**src/rtl/if_fetch_unit.sv**
```systemverilog
// Instruction-fetch stage: owns the PC and runs a single-outstanding
// request/response handshake with the instruction bus. The stage presents
// {pc, inst, valid} to the IF/ID register, and an invalid cycle presents zeros.
module if_fetch_unit #(
  parameter logic [31:0] RESET_PC = 32'hBFC0_0000
) (
  input  logic        clk_i,
  input  logic        rst_i,
  input  logic        stall_i,
  input  logic        branch_valid_i,
  input  logic [31:0] branch_target_i,
  output logic        inst_req_o,
  output logic [31:0] inst_addr_o,
  input  logic        inst_addr_ok_i,
  input  logic        inst_data_ok_i,
  input  logic [31:0] inst_rdata_i,
  output logic        if_valid_o,
  output logic [31:0] if_pc_o,
  output logic [31:0] if_inst_o,
  output logic        if_adel_o
);

  typedef enum logic [1:0] {S_REQ, S_WAIT, S_DONE} state_t;

  state_t      state, state_d;
  logic [31:0] pc_q, pc_d;
  logic [31:0] inst_q, inst_d;
  logic        adel_q, adel_d;
  logic        discard_q, discard_d;
  logic        misaligned;

  assign misaligned = (pc_q[1:0] != 2'b00);

  // State register; reset abandons any transaction in flight.
  always_ff @(posedge clk_i or negedge rst_i) begin
    if (!rst_i) begin
      state     <= S_REQ;
      pc_q      <= RESET_PC;
      inst_q    <= 32'd0;
      adel_q    <= 1'b0;
      discard_q <= 1'b0;
    end else begin
      state     <= state_d;
      pc_q      <= pc_d;
      inst_q    <= inst_d;
      adel_q    <= adel_d;
      discard_q <= discard_d;
    end
  end

  // Next-state and output decode. In S_DONE, a redirect takes priority over a stall, and a stall takes priority over an advance.
  always_comb begin
    state_d     = state;
    pc_d        = pc_q;
    inst_d      = inst_q;
    adel_d      = adel_q;
    discard_d   = discard_q;
    inst_req_o  = 1'b0;
    inst_addr_o = pc_q;
    if_valid_o  = 1'b0;
    if_pc_o     = 32'd0;
    if_inst_o   = 32'd0;
    if_adel_o   = 1'b0;

    case (state)
      S_REQ: begin
        if (misaligned) begin
          // A misaligned PC never reaches the bus. A redirect in the same cycle still wins.
          if (branch_valid_i) begin
            pc_d = branch_target_i;
          end else begin
            adel_d  = 1'b1;
            inst_d  = 32'd0;
            state_d = S_DONE;
          end
        end else begin
          inst_req_o = 1'b1;
          if (branch_valid_i) pc_d = branch_target_i;
          if (inst_addr_ok_i) begin
            state_d = S_WAIT;
            // The accepted fetch belongs to the old path, so drop its data.
            if (branch_valid_i) discard_d = 1'b1;
          end
        end
      end

      S_WAIT: begin
        if (branch_valid_i) begin
          pc_d      = branch_target_i;
          discard_d = 1'b1;
        end
        if (inst_data_ok_i) begin
          if (discard_q || branch_valid_i) begin
            discard_d = 1'b0;
            state_d   = S_REQ;
          end else begin
            inst_d  = inst_rdata_i;
            adel_d  = 1'b0;
            state_d = S_DONE;
          end
        end
      end

      S_DONE: begin
        if_valid_o = !branch_valid_i;
        if (!branch_valid_i) begin
          if_pc_o   = pc_q;
          if_inst_o = inst_q;
          if_adel_o = adel_q;
        end
        if (branch_valid_i) begin
          pc_d    = branch_target_i;
          adel_d  = 1'b0;
          state_d = S_REQ;
        end else if (!stall_i) begin
          pc_d    = pc_q + 32'd4;
          adel_d  = 1'b0;
          state_d = S_REQ;
        end
      end

      default: state_d = S_REQ;
    endcase

    // While reset is held, every output is quiet except the address.
    if (!rst_i) begin
      inst_req_o = 1'b0;
      if_valid_o = 1'b0;
      if_pc_o    = 32'd0;
      if_inst_o  = 32'd0;
      if_adel_o  = 1'b0;
    end
  end

endmodule

```
**config.mk**
```make
export PLATFORM = sky130hd
export DESIGN_NAME = if_fetch_unit
export DESIGN_NICKNAME = d
export VERILOG_FILES = /design/src/rtl/if_fetch_unit.sv
export SDC_FILE = /design/constraint.sdc
export NUM_CORES = 1
export LEC_CHECK = 0
export ABC_CLOCK_PERIOD_IN_PS = 5200
export BUFFER_PORTS_ARGS = -buffer_cell sky130_fd_sc_hd__clkbuf_2
export CAP_MARGIN = 25
export CORE_ASPECT_RATIO = 0.7
export CORE_MARGIN = 1
export CORE_UTILIZATION = 53
export DETAILED_ROUTE_END_ITERATION = 10
export HOLD_SLACK_MARGIN = 0.02
export PLACE_DENSITY = 0.85
export SLEW_MARGIN = 5
export SYNTH_ARGS = -nofsm -noshare
export SYNTH_HDL_FRONTEND = slang
export SYNTH_SLANG_ARGS = --single-unit
```
**constraint.sdc**
```tcl
create_clock -name clk_i -period 5.2 [get_ports clk_i]
set_input_delay 0.52 -clock clk_i [delete_from_list [all_inputs] [get_ports clk_i]]
set_output_delay 0.52 -clock clk_i [all_outputs]
set_load 0.01 [all_outputs]
```
==> reports/qor.csv <==
stage,metric,value,unit
routing,DR DRC count,0,
setup_path,critical setup path kind,register to output port,
sta,final hold vios,0,
placement,dpl ws,2.174,ns
sta,Fin Setup TNS,0,ns
sta,skew final,0.009894,ns
placement,placed insts,684,
yosys,Area contributors post-synth,"dfrtp_1 (36%), and3_1 (11%), a22o_1 (7.2%)",
cts,TritonCTS Buffers,9,
cts,clock slew at reported path FFs,0.08,ns
routing,DR pass1 iterations,5,
run,max capacitance violation total,0,
routing,Starting DRT DRC Count,346,
yosys,Synth Cell Area,4118,sq um
yosys,Post-synth EDFFs,0,
setup_path,crit start category,register,
finish,filler instances,581,
yosys,"area leader, netlist",dfrtp_1,
grt,layer with the highest usage,met2,
setup_path,crit end category,output port,
power_and_ir_drop,Pwr Density,536.2,nW/um^2
power_and_ir_drop,Clock power frac,15.3,%
sta,minimum clock period,2.889,ns
routing,remaining antenna violation count,0,
grt,antenna violations before repair,0,
grt,total grt overflow,0,
power_and_ir_drop,Sw Ratio,45.42,%
sta,Slew Limit Fails,0,
setup_path,crit path max fanout,59,
grt,met1 usage,40.35,%
finish,final net count,676,
grt,vias in the first global route,3712,
yosys,Unique masters post-synth,58,
die,io pins,169,
setup_path,CP arrival,2.37,ns
sta,hold slack,0.2773,ns
routing,DR WL/cell,17.43,microns
yosys,Syn Area/Cell,9.090,sq um
cts,# hold bufs at CTS,0,
routing,Routed WL,12.25,mm
status,run status,completed,
die,Placeable Area,7417,sq um
grt,total track usage,29.54,%
sta,fin worst setup slack,2.311,ns
worst_hold_path,worst min path class,input pin to async pin,
die,Initial Utilization,55.52,%
sta,Peak Freq,346.1,MHz
sta,slew margin rel.,34.40,%
power_and_ir_drop,Int Pwr,1.536,mW
sta,unrepaired setup endpoints after global routing,false,
power_and_ir_drop,Net Sw Power,1.278,mW
yosys,Seq cells post-synth,68,
power_and_ir_drop,Pleak,2.738,nW
die,Die ar.,8131,sq um
cts,worst-skew pair later-pin latency,0.34,ns
finish,Non-Filler Instances,703,
cts,post_cts resized,0,
power_and_ir_drop,Flop pwr share,37.8,%
placement,GPL Wtd Cong,0.9623,
cts,clock sinks,68,
sta,crit share post-route,55.56,%
setup_path,CP Data Required Time,4.68,ns
yosys,post-synthesis async set-or-reset flop share,100.0,%
die,Rows,26,
finish,post-layout util,70.75,%
yosys,"count leader, synth",and3_1,
finish,Syn-to-layout area delta,27.44,%
routing,Vias/cell,6.188,
cts,clk root buf,clkbuf_8,
grt,largest net degree at the start of global routing,87,
yosys,yosys warns,0,
setup_path,FF-to-FF setup slack,2.76,ns
cts,CTS tree,built,
finish,Multi-input gate area,2212,sq um
power_and_ir_drop,Comb power frac,47.0,%
yosys,Yosys top cell area share,35.86,%
cts,maximum clock insertion buffer count,2,
yosys,synth cell count leaders,"and3_1 (71), dfrtp_1 (59), clkbuf_1 (37)",
die,die width,107.4,microns
yosys,predominant post-synthesis flop cell,dfrtp_1,
yosys,Post-Synthesis Cells,453,
power_and_ir_drop,Max rail drop VDD,0.0002959,V
finish,n_diodes,0,
placement,HPWL after DPL,8.342,mm
yosys,register area share after synthesis,41.60,%
grt,met2 GRT Util,47.17,%
finish,share of post-route cells with drive strength above 1,36.36,%
yosys,syn_nets,528,
finish,Reg area,1713,sq um
routing,via count,4350,
sta,Slew @ Worst Pin,0.9764,ns
grt,GRT met3 Usage,7.100,%
placement,port buffer count,168,
cts,postcts setup bufs,0,
sta,setup violators final,0,
grt,first-pass GRT wire length,18.51,mm
die,Die Y,75.75,microns
cts,htree depth,3,
## through the flow
step	power [mW]	cell area, sq um
floorplan	1.868	4118
global placement	2.261	4981
detailed placement	2.324	5009
CTS	2.760	5197
global route	3.022	5248
finish	2.814	5248
## layout make-up
type	count	area share (%)
multi-input cells	333	42.16
flip-flops and latches	68	32.64
repair buffers	181	18.69
clock buffers	9	2.361
well taps	98	2.337
clock inverters	6	1.240
inverters	8	0.5722
## cell usage in the layout (no fill, tap or decap), types with 5 or more instances in the layout
cell type	synthesis	routed
nand4b_1	7	7
a21boi_0	6	6
inv_1	8	8
buf_4	2	10
clkbuf_8	0	9
and3_1	71	71
nand3_1	21	21
a311oi_1	9	9
o21ai_0	17	17
a21oi_1	16	16
nor2_1	18	18
a22o_1	34	34
dfstp_2	9	9
dfrtp_1	59	59
nand2_1	25	25
nand4_1	15	15
clkbuf_2	0	167
nor3_1	7	7
o22ai_1	9	9
nand2b_1	5	5
ha_1	5	5
## flip-flops by register name (all words and copies together) (netlist names)
name and cells:
inst_q 32, adel_q 1, discard_q 1, inst_addr_o 32
state 2
## final timing paths
path                                  from         endpoint  cells after the start
max reg2reg                 inst_addr_o[2]  inst_addr_o[26]                      5
min reg2reg                      inst_q[2]        inst_q[2]                      1
max                               state[0]       if_pc_o[5]                      7
max in group asynchronous            rst_i  inst_addr_o[27]                      2
min                                  rst_i  inst_addr_o[17]                      1
min in group clk_i         inst_rdata_i[4]        inst_q[4]                      2
## per-layer routing
metal	vias to the layer above	part of all wire, %
met5	-	0
met4	0	0.93
met3	11	7.0
met2	189	48
met1	2110	44
li1	2040	-
## kinds of logic (layout without fill, tap and decap cells)
group	after synthesis	count (layout)	share of synthesized area, %
AND/OR/NAND/NOR	196	196	27.77
flip-flops	68	68	41.60
multiplexers	5	5	1.307
AO/OA/AOI/OAI	127	127	22.79
buffers and inverters	52	204	5.013
adder cells (fa/ha/maj)	5	5	1.519
## power groups by stage
stage | clock [mW] | sequential, mW | combinational, mW
6_report | 0.430 | 1.06 | 1.32
5_1_grt | 0.461 | 1.10 | 1.46
4_1_cts | 0.440 | 1.05 | 1.27
3_5_place_dp | 0 | 1.06 | 1.26
3_3_place_gp | 0 | 1.04 | 1.22
2_1_floorplan | 0 | 1.03 | 0.841
## worst max-delay path, cell delays in order, from the launching register on
cell      delay [ns]
dfrtp_1         0.46
inv_1           0.14
ha_1            0.22
nor2b_4         0.25
buf_12          0.26
buf_4           0.33
and3_2          0.22
clkbuf_2        0.13
Note: power is estimated with default switching activity, not from simulation.
